**src/rtl/if_id_stage_if.sv**
```systemverilog
// Bus between the fetch stage, the IF/ID register and the hazard consumers.
// The master side is fetch/EX/control, and the slave side is the IF/ID stage.
interface if_id_stage_if #(
    parameter int XLEN = 32
);
    logic [XLEN-1:0] if_ir;
    logic [XLEN-1:0] if_pc;
    logic [XLEN-1:0] if_npc;
    logic            br_taken;
    logic            ext_stall;
    logic            ex_mem_read;
    logic [4:0]      ex_rt;
    logic [XLEN-1:0] id_ir;
    logic [XLEN-1:0] id_pc;
    logic [XLEN-1:0] id_npc;
    logic            id_valid;
    logic [4:0]      id_rs;
    logic [4:0]      id_rt;
    logic            stall_o;
    logic            ex_bubble;
    logic [31:0]     stall_cnt;

    modport master (
        output if_ir, if_pc, if_npc, br_taken, ext_stall, ex_mem_read, ex_rt,
        input  id_ir, id_pc, id_npc, id_valid, id_rs, id_rt, stall_o, ex_bubble, stall_cnt
    );

    modport slave (
        input  if_ir, if_pc, if_npc, br_taken, ext_stall, ex_mem_read, ex_rt,
        output id_ir, id_pc, id_npc, id_valid, id_rs, id_rt, stall_o, ex_bubble, stall_cnt
    );
endinterface

```
**src/rtl/if_id_stage.sv**
```systemverilog
// IF/ID pipeline register with a load-use hazard detector.
// A load in EX whose destination feeds the instruction in ID stalls fetch for
// one cycle and pushes a bubble into ID/EX. The HOLD state masks the hazard on
// the following cycle, so each load costs exactly one stall.
module if_id_stage #(
    parameter int              XLEN     = 32,
    parameter logic [XLEN-1:0] NOP_INST = '0,
    parameter logic [XLEN-1:0] RESET_PC = '0
) (
    input  logic         clk,
    input  logic         rst,
    if_id_stage_if.slave bus
);

    typedef enum logic {
        RUN  = 1'b0,
        HOLD = 1'b1
    } state_t;

    state_t     state;
    logic [5:0] opcode;
    logic       uses_rt;
    logic       haz;

    // Decode the held instruction's register fields and flag a load-use hazard against EX.
    always_comb begin
        opcode    = bus.id_ir[31:26];
        bus.id_rs = bus.id_ir[25:21];
        bus.id_rt = bus.id_ir[20:16];
        uses_rt   = (opcode == 6'h00) || (opcode == 6'h2B) ||
                    (opcode == 6'h04) || (opcode == 6'h05);
        haz       = bus.id_valid && (state == RUN) && bus.ex_mem_read &&
                    (bus.ex_rt != 5'd0) &&
                    ((bus.ex_rt == bus.id_rs) || (uses_rt && (bus.ex_rt == bus.id_rt)));
        bus.stall_o   = haz || bus.ext_stall;
        bus.ex_bubble = haz && !bus.ext_stall && !bus.br_taken;
    end

    // Pipeline register update: reset, then flush, then freeze, then hazard hold, then load.
    always_ff @(posedge clk) begin
        if (!rst) begin
            bus.id_ir     <= NOP_INST;
            bus.id_pc     <= RESET_PC;
            bus.id_npc    <= RESET_PC;
            bus.id_valid  <= 1'b0;
            bus.stall_cnt <= 32'd0;
            state         <= RUN;
        end else if (bus.br_taken) begin
            bus.id_ir    <= NOP_INST;
            bus.id_pc    <= RESET_PC;
            bus.id_npc   <= RESET_PC;
            bus.id_valid <= 1'b0;
            state        <= RUN;
        end else if (!bus.ext_stall) begin
            if (haz) begin
                bus.stall_cnt <= bus.stall_cnt + 32'd1;
                state         <= HOLD;
            end else begin
                bus.id_ir    <= bus.if_ir;
                bus.id_pc    <= bus.if_pc;
                bus.id_npc   <= bus.if_npc;
                bus.id_valid <= 1'b1;
                state        <= RUN;
            end
        end
    end

endmodule

```
**src/flat_wrapper.sv**
```systemverilog
// flat-port wrapper written by rule: the top's interface ports become plain ports
module if_id_stage_flat 
#(
    parameter int              XLEN     = 32,
    parameter logic [XLEN-1:0] NOP_INST = '0,
    parameter logic [XLEN-1:0] RESET_PC = '0
)
  (clk, rst, bus_if_ir, bus_if_pc, bus_if_npc, bus_br_taken, bus_ext_stall, bus_ex_mem_read, bus_ex_rt, bus_id_ir, bus_id_pc, bus_id_npc, bus_id_valid, bus_id_rs, bus_id_rt, bus_stall_o, bus_ex_bubble, bus_stall_cnt);
  if_id_stage_if #(.XLEN(XLEN)) bus_i ();
  input  logic clk;
  input  logic rst;
  input wire logic [$bits(bus_i.if_ir)-1:0] bus_if_ir;
  input wire logic [$bits(bus_i.if_pc)-1:0] bus_if_pc;
  input wire logic [$bits(bus_i.if_npc)-1:0] bus_if_npc;
  input wire logic [$bits(bus_i.br_taken)-1:0] bus_br_taken;
  input wire logic [$bits(bus_i.ext_stall)-1:0] bus_ext_stall;
  input wire logic [$bits(bus_i.ex_mem_read)-1:0] bus_ex_mem_read;
  input wire logic [$bits(bus_i.ex_rt)-1:0] bus_ex_rt;
  output wire logic [$bits(bus_i.id_ir)-1:0] bus_id_ir;
  output wire logic [$bits(bus_i.id_pc)-1:0] bus_id_pc;
  output wire logic [$bits(bus_i.id_npc)-1:0] bus_id_npc;
  output wire logic [$bits(bus_i.id_valid)-1:0] bus_id_valid;
  output wire logic [$bits(bus_i.id_rs)-1:0] bus_id_rs;
  output wire logic [$bits(bus_i.id_rt)-1:0] bus_id_rt;
  output wire logic [$bits(bus_i.stall_o)-1:0] bus_stall_o;
  output wire logic [$bits(bus_i.ex_bubble)-1:0] bus_ex_bubble;
  output wire logic [$bits(bus_i.stall_cnt)-1:0] bus_stall_cnt;
  assign bus_i.if_ir = bus_if_ir;
  assign bus_i.if_pc = bus_if_pc;
  assign bus_i.if_npc = bus_if_npc;
  assign bus_i.br_taken = bus_br_taken;
  assign bus_i.ext_stall = bus_ext_stall;
  assign bus_i.ex_mem_read = bus_ex_mem_read;
  assign bus_i.ex_rt = bus_ex_rt;
  assign bus_id_ir = bus_i.id_ir;
  assign bus_id_pc = bus_i.id_pc;
  assign bus_id_npc = bus_i.id_npc;
  assign bus_id_valid = bus_i.id_valid;
  assign bus_id_rs = bus_i.id_rs;
  assign bus_id_rt = bus_i.id_rt;
  assign bus_stall_o = bus_i.stall_o;
  assign bus_ex_bubble = bus_i.ex_bubble;
  assign bus_stall_cnt = bus_i.stall_cnt;
  if_id_stage #(.XLEN(XLEN), .NOP_INST(NOP_INST), .RESET_PC(RESET_PC)) u_core (.clk(clk), .rst(rst), .bus(bus_i));
endmodule
```
**config.mk**
```make
export PLATFORM = sky130hd
export DESIGN_NAME = if_id_stage_flat
export DESIGN_NICKNAME = d
export VERILOG_FILES = /design/src/rtl/if_id_stage_if.sv /design/src/rtl/if_id_stage.sv /design/src/flat_wrapper.sv
export SDC_FILE = /design/constraint.sdc
export NUM_CORES = 1
export LEC_CHECK = 0
export ABC_AREA = 1
export BUFFER_PORTS_ARGS = -buffer_cell sky130_fd_sc_hd__buf_2
export CORE_ASPECT_RATIO = 1.2
export CORE_MARGIN = 1
export CORE_UTILIZATION = 30
export DETAILED_ROUTE_END_ITERATION = 10
export GPL_TIMING_DRIVEN = 0
export REMOVE_ABC_BUFFERS = 1
export SYNTH_ARGS = -nofsm -noshare
export SYNTH_HDL_FRONTEND = slang
export SYNTH_SLANG_ARGS = --single-unit
export TNS_END_PERCENT = 10
```
**constraint.sdc**
```tcl
create_clock -name clk -period 2.4 [get_ports clk]
set_input_delay 0.48 -clock clk [delete_from_list [all_inputs] [get_ports clk]]
set_output_delay 0.48 -clock clk [all_outputs]
set_load 0.005 [all_outputs]
```
Word level (Yosys, flattened, before mapping)
Cells that the tools add are included.
{"block": "word_totals", "reg_bits": 130, "latchBits": 0, "ram_bits": 0, "mem_bits_ro": 0, "inputBits": 106, "output_inout_bits": 141, "wordCells": 37, "mem_count": 0}
{"block": "classes", "add_sub_neg": 1, "multipliers": 0, "n_div": 0, "n_lt_le_gt_ge": 0, "n_eq_ne": 5, "n_shift": 0, "muxes": 1, "bitwise": 5, "n_reduce_logical": 19}
{"operator": "32-bit by 1-bit adder with 32-bit output (second input constant)", "n": 1}
{"operator": "6-bit by 3-bit equality test with 1-bit output (second input constant)", "n": 2}
{"operator": "5-bit equality test", "n": 2}
{"operator": "1-bit logical AND", "n": 7}
{"operator": "6-bit equality test (second input constant)", "n": 1}
{"operator": "6-bit logical NOT", "n": 1}
{"operator": "1-bit logical OR", "n": 5}
{"operator": "1-bit inverter", "n": 5}
{"operator": "5-bit nonzero test", "n": 1}
{"operator": "3-bit AND reduction", "n": 1}
{"operator": "1-bit logical NOT", "n": 2}
{"operator": "2-bit AND reduction", "n": 1}
{"operator": "2-bit OR reduction", "n": 1}
{"operator": "1-bit two-way mux", "n": 1}

Logic depth before layout (Yosys ltp)
Gate-level depths: netlist of the first run.
{"block": "logic_depth", "word_depth": 9, "ltp_mapped": 12}

Worst setup path after synthesis of the first run
No wires, ideal clock.
{"block": "synth_path", "path_kind": "input to output", "start": "input port bus_ex_rt[1]", "end": "output port bus_stall_o", "arrival_time_ps": 1487, "slack_ps": 433, "stages": 8, "n_path_buf": 2, "cell_sequence": "nor3_1 nand3_1 nand3_1 inv_2 a21oi_4 buf_4 buf_2 inv_1"}
{"block": "synth_between", "elab_chain_len": 5, "word_cells_on_any_way": 8, "classes_between": "eq/ne (2); reduce/logical (6)"}
{"element": "start: declaration", "line_no": "flat_wrapper.sv:18", "rtl": "input wire logic [$bits(bus_i.ex_rt)-1:0] bus_ex_rt;"}
{"element": "5-bit equality test", "line_no": "if_id_stage.sv:34", "rtl": "((bus.ex_rt == bus.id_rs) || (uses_rt && (bus.ex_rt == bus.id_rt)));"}
{"element": "1-bit logical AND", "line_no": "if_id_stage.sv:34"}
{"element": "1-bit logical OR", "line_no": "if_id_stage.sv:34"}
{"element": "1-bit logical AND (*)", "line_no": "if_id_stage.sv:33", "rtl": "(bus.ex_rt != 5'd0) &&"}
{"element": "1-bit logical OR (*)", "line_no": "if_id_stage.sv:35", "rtl": "bus.stall_o = haz || bus.ext_stall;"}
{"element": "end: declaration", "line_no": "flat_wrapper.sv:25", "rtl": "output wire logic [$bits(bus_i.stall_o)-1:0] bus_stall_o;"}
Every way passes the cells marked *; elsewhere a longest branch is shown, timed or not.

Final worst setup path of the first run
{"block": "layout_path", "start": "register u_core.bus.id_ir[19]", "end": "output port bus_stall_o"}
{"block": "layout_between", "elab_chain_len": 5}
{"element": "start: declaration", "line_no": "if_id_stage_if.sv:30", "rtl": "output id_ir, id_pc, id_npc, id_valid, id_rs, id_rt, stall_o, ex_bubble, stall_cnt"}
{"element": "start signal: assignment", "line_no": "if_id_stage.sv:59", "rtl": "bus.id_ir <= bus.if_ir;"}
{"element": "5-bit equality test", "line_no": "if_id_stage.sv:34"}
{"element": "1-bit logical AND", "line_no": "if_id_stage.sv:34"}
{"element": "1-bit logical OR", "line_no": "if_id_stage.sv:34"}
{"element": "1-bit logical AND", "line_no": "if_id_stage.sv:33"}
{"element": "1-bit logical OR", "line_no": "if_id_stage.sv:35"}
No other way between the ends.

==> run metrics, run 1 <==
mean post-synth cell area=6.75 um2; ANT nets after route=0; R2R Path End=u_core.bus.stall_cnt[5]; CP startpoint=u_core.bus.id_ir[19]; Synth Warn #=0; CP Buf/Inv Count=5; Cells after Synth=958; hold slack final=0.319 ns; antenna violations before repair=2; Setup violations, final=0; Worst Max-Slew Pin Slew=1.18 ns; CP cell instances=inv_1 > nand2_1 > nand2_1 > nor2_1 > nand2_2 > o21ai_4 > buf_12 > a21oi_4 > clkbuf_16 > inv_1 > buf_2; Worst Setup End Kind=output pin; vias in the first global route=6320; Worst EP arrival=1.84 ns; run status=finished, final reports clean; FF-to-FF setup slack=0.26 ns; vias=6823; CTS Buf Count=17; CTS tree=done; clock transition at the registers of the reported paths=0.06 ns; hpwl dp=14300 um; Sw Share=27.2%; Die X=136 um; worst min path class=in -> reg; Mapped Area=6460 um2; DRT iter0 DRCs=310; fmax=431 MHz; critical path's top delay family=buffers and inverters; cts hold-fix bufs=0; CTS root buf=clkbuf_16; Setup Skew=0.00920 ns; crit-path max FO=8; detailed-router iteration count before antenna repair=4; largest net degree at the start of global routing=76; internal power=0.00402 W; post-synthesis sequential area ratio=40.3%; pre-CTS WS=-1.08 ns; Reg2Reg Launch Point=u_core.bus.id_ir[26]; area leader, netlist=dfxtp_1; initial core utilization=30.7%; FF+latch count, synth=130; CP required=1.92 ns; Layout area overhead=35.9%; crit share post-route=96.6%; pwr/cell area=629 nW/um2; switching pwr=0.00150 W; Ports=247; Final Wtd Congestion=0.893; layout cell share with drive strength beyond 1=28.2%; Lkg Pwr=4.16 nW; final hold violations=0; GR Overflow Total=0; DR DRC count=0; Seq pwr share=41.1%; gr usage total=19.5%; Num Clock Sinks=130; RSZ-0062 raised after global routing=yes; Worst-Skew Late Latency=0.42 ns; Final WS setup=0.0807 ns; core area=21000 um2; share of the synthesized area in the top cell type=40.3%; fin util=41.7%; clock share of power=48.0%; first-pass GRT wire length=33300 um; drt wl/cell=14.7 um; Max IR drop VDD=0.453 mV; Slew headroom=21.0%; Row Count=58; mean number of vias per cell=4.63; Tmin final=2.32 ns; critical path class=reg -> out; crit path capture=bus_stall_o; Synth cell types=25; htree depth=4; CTS Buffer Depth=2; Worst setup SP type=flip-flop; synth top area cells=dfxtp_1 (40%), nand2_1 (15%), nor2_1 (15%); CP peak stage delay=0.38 ns; combinational share of power=10.9%; Worst R2R Path Depth=10; die area=22100 um2; CP Depth=11; Buffers on Ports=246; Layout Nets=1296; MaxCap Viol Count=0; CP max-delay cell=dfxtp_2; setup TNS=0 ns; Die Ht=163 um; Slew Viols, Final=0; final WL=21700 um
-- through the flow --
step           area [um2]  power, W  std cells
4_1_cts              8700   0.00559       1463
3_5_place_dp         7910   0.00287       1417
5_1_grt              8780   0.00576       1472
2_1_floorplan        6130   0.00260        893
6_report             8780   0.00553       1475
3_3_place_gp         7700   0.00286       1409
-- power by group through the flow --
stage | combinational [W] | sequential, W | clock [W]
after detailed placement | 0.000550 | 0.00232 | 0
after CTS | 0.000588 | 0.00227 | 0.00273
after floorplan | 0.000279 | 0.00232 | 0
final | 0.000601 | 0.00227 | 0.00265
after global placement | 0.000544 | 0.00232 | 0
after global routing | 0.000671 | 0.00228 | 0.00281
-- cell usage in the layout, fill, tap and decap left out, types with 17 or more instances in the layout --
master,synthesis,final
clkbuf_16,0,18
nand3b_1,111,111
inv_1,30,30
a21oi_1,30,30
buf_2,4,246
buf_4,13,17
nand4_1,29,29
nand2_1,264,263
dfxtp_1,130,118
nor2_1,259,253
-- area by class of cell --
cell class              count  area [um2]
fillers                  2267       12300
multi-input cells         731        3470
clock inverters            14         159
inverters                  36         140
flip-flops and latches    130        2630
repair buffers            273        1610
clock buffers              18         439
well taps                 270         338
diodes                      3        7.51
-- tightest hold or removal path: stages --
cell and delay (ns):
buf_2 0.12, nand2_1 0.06, nor2_1 0.03
-- synth_stat cells --
cell type  number
nand2_1       264
o21ai_4         1
a21oi_4         1
clkbuf_1       34
nand2_2         1
dfxtp_1       130
inv_1          30
nor2_1        259
buf_4          13
clkinv_1        1
buf_1           9
ha_1            1
o21a_1          1
buf_6           5
o21ai_0         5
nor3_1          1
inv_2           5
xor2_1          5
xnor2_1         9
a21oi_1        30
nand4_1        29
nand3_1         8
nand3_2         1
nand3b_1      111
buf_2           4
-- repair_timing --
| action | in CTS | in global routing |
|---|---|---|
| setup endpoints to repair | 131 | 29 |
| cloned | 4 | 1 |
| gates resized for setup | 17 | 8 |
| buffers inserted | 10 | 8 |
| pin swaps | 6 | 7 |
-- how the worst min path moves through the flow --
| stage | start | end | slack (ns) | depth (start not counted) |
|---|---|---|---|---|
| global placement | u_core.bus.id_ir[11] | u_core.bus.id_ir[11] | 0.46 | 2 |
| finish | rst | u_core.bus.stall_cnt[1] | 0.32 | 3 |
| CTS | rst | u_core.bus.stall_cnt[0] | 0.30 | 3 |
| detailed placement | u_core.bus.id_npc[18] | u_core.bus.id_npc[18] | 0.47 | 2 |
| global route | rst | u_core.bus.stall_cnt[1] | 0.31 | 3 |
| floorplan | u_core.bus.id_ir[0] | u_core.bus.id_ir[0] | 0.48 | 2 |
-- metal layers --
metal | up-vias | part of all wire [%] | track usage, %
met5 | - | 0.060 | 0
met3 | 25 | 9.8 | 7.94
met1 | 3086 | 41 | 22.2
met4 | 2 | 1.6 | 5.91
li1 | 3498 | - | -
met2 | 212 | 48 | 33.1
-- cells by family after synthesis --
family                     synth area share [%]
AOI/OAI and AO/OA                          3.33
xor gates and xnor gates                   1.90
buffers and inverters                      7.28
adders and majority gates                 0.194
DFF                                        40.3
and+or+nand+nor                            47.0
-- flip-flops by register name, summed over array words and instances (netlist names) --
name,cells
u_core.bus.id_ir,32
u_core.bus.id_npc,32
u_core.bus.id_pc,32
u_core.bus.id_valid,1
u_core.bus.stall_cnt,32
u_core.state,1
Note: power is estimated with default switching activity, not from simulation.
==> inputs of run 2 (changes only) <==
Settings changed: BUFFER_PORTS_ARGS -buffer_cell sky130_fd_sc_hd__buf_2 to -buffer_cell sky130_fd_sc_hd__buf_4, CORE_ASPECT_RATIO 1.2 to 1.1.
==> run 2 against run 1 <==
Hold slack gained 0.0031 ns. First-iteration DRC count grew 2.9%. Sequential power is essentially flat. Final cell count grew 0.81%. Largest cell class unchanged.
==> run metrics, run 2 (same netlist as run 1, synthesis figures left out) <==
cts hold-fix bufs=0 (unchanged); CP peak stage delay=0.35 ns (was 0.38 ns); initial core utilization=31.0% (was 30.7%); vias in the first global route=6127 (was 6320); final hold violations=0 (unchanged); GR Overflow Total=0 (unchanged); DP Cell Count=1433 (was 1417); CP max-delay cell=dfxtp_1 (was dfxtp_2); ANT nets after route=0 (unchanged); Setup Skew=0.0171 ns (was 0.00920 ns); gr usage total=19.9% (was 19.5%); DRT iter0 DRCs=319 (was 310); Buffers on Ports=246 (unchanged); FF-to-FF setup slack=0.35 ns (was 0.26 ns); Worst EP arrival=1.81 ns (was 1.84 ns); hpwl dp=14900 um (was 14300 um); Slew Viols, Final=0 (unchanged); critical path class=reg -> out (unchanged); vias=6780 (was 6823); most frequent cells in the layout=buf_4 (264), nand2_1 (263), nor2_1 (254) (was nand2_1 (263), nor2_1 (253), buf_2 (246)); Worst setup SP type=flip-flop (unchanged); Die Ht=156 um (was 163 um); largest net degree at the start of global routing=77 (was 76); layout cell share with drive strength beyond 1=28.1% (was 28.2%); detailed-router iteration count before antenna repair=5 (was 4); first-pass GRT wire length=33900 um (was 33300 um); Lkg Pwr=4.26 nW (was 4.16 nW); Layout area overhead=46.1% (was 35.9%); Non-Filler Instances=1487 (was 1475); most numerous cell on the critical path=inv_1; Num Clock Sinks=130 (unchanged); # fillers=2164 (was 2267); final WL=21900 um (was 21700 um); pwr/cell area=593 nW/um2 (was 629 nW/um2); clock transition at the registers of the reported paths=0.06 ns (about the same); crit-path max FO=33 (was 8); CTS Buffer Depth=2 (unchanged); Tmin final=2.29 ns (was 2.32 ns); Row Count=55 (was 58); mean number of vias per cell=4.56 (was 4.63); CTS root buf=clkbuf_16 (unchanged); multi-input gate area in the final layout=3470 um2 (about the same); Worst-Skew Late Latency=0.42 ns (about the same); CP Buf/Inv Count=5 (unchanged); Worst Setup End Kind=output pin (unchanged); MaxCap Viol Count=0 (unchanged); Final WS setup=0.110 ns (was 0.0807 ns); core area=20900 um2 (was 21000 um2); Worst Max-Slew Pin Slew=1.06 ns (was 1.18 ns); critical path's top delay family=buffers and inverters (unchanged); htree depth=4 (unchanged); Layout Nets=1296 (unchanged); fmax=437 MHz (was 431 MHz); Setup violations, final=0 (unchanged); crit share post-route=95.4% (was 96.6%); Final Wtd Congestion=0.874 (was 0.893); worst min path class=in -> reg (unchanged); CTS tree=done (unchanged); run status=finished, final reports clean (unchanged); die area=22100 um2 (about the same); Die X=142 um (was 136 um); antenna violations before repair=1 (was 2); CP required=1.92 ns (about the same); Max IR drop VDD=0.493 mV (was 0.453 mV); pre-CTS WS=-1.03 ns (was -1.08 ns); Ports=247 (unchanged); Slew headroom=29.1% (was 21.0%); register area=2630 um2 (about the same); drt wl/cell=14.7 um (about the same); CTS Buf Count=17 (unchanged); commonest non-fill, non-tap cell in the layout=buf_4 (was nand2_1); CP cell instances=inv_1 > nor2_1 > nand3_1 > inv_6 > a21oi_4 > clkbuf_16 > inv_1 > buf_4 (was inv_1 > nand2_1 > nand2_1 > nor2_1 > nand2_2 > o21ai_4 > buf_12 > a21oi_4 > clkbuf_16 > inv_1 > buf_2); DR DRC count=0 (unchanged)
==> run 2: final timing paths <==
kind	start	end	cells past startpoint
hold / removal	rst	u_core.bus.stall_cnt[1]	3
hold reg to reg	u_core.bus.id_npc[4]	u_core.bus.id_npc[4]	2
setup reg to reg	u_core.bus.id_ir[18]	u_core.bus.id_npc[12]	13
setup / recovery	u_core.bus.id_valid	bus_stall_o	8
==> run 2: metrics by stage <==
stage / power, W / utilization (%) / setup TNS [ns] / instance area [um2] / hold WS (ns)
floorplan: 0.00260 / - / -168.34 / 6130 / 0.480
global placement: 0.00295 / 40.0 / -478.45 / 8330 / 0.462
detailed placement: 0.00297 / 41.1 / -64.14 / 8570 / 0.473
CTS: 0.00565 / 44.9 / 0 / 9370 / 0.305
global route: 0.00583 / 45.3 / -0.00366 / 9440 / 0.313
finish: 0.00560 / 45.3 / 0 / 9440 / 0.322
==> run 2: layout make-up <==
cell class	count	area share (%)
Antenna cell	1	0.0265
Clock buffer	18	4.65
Clock inverter	13	1.60
Inverter	36	1.51
Multi-Input combinational cell	729	36.7
Sequential cell	130	27.9
Tap cell	285	3.78
Timing Repair Buffer	275	23.8
==> run 2: metal layers <==
metal	wire, um	GRT usage, %	vias to the layer above
li1	-	-	3487
met1	9240	23.0	3068
met2	10400	33.4	212
met3	2060	8.41	13
met4	182	5.22	0
met5	0	0	-
==> run 2: report_power, final <==
part	internal, W	leakage [nW]	switching (W)
registers	0.00223	1.07	0.0000455
logic	0.000373	2.91	0.000313
clock network	0.00157	0.288	0.00107
total	0.00417	4.26	0.00143
==> run 2: timing repair <==
action / CTS / global route
hold endpoints to repair: 0 / 0
cloned: 3 / 0
buffers inserted: 13 / 6
pin swaps: 6 / 4
setup endpoints to repair: 131 / 1
resized for setup: 22 / 9
==> run 2: worst min-delay path, stage by stage <==
cell	delay [ns]
buf_4	0.11
nand2_1	0.05
nor2_1	0.07
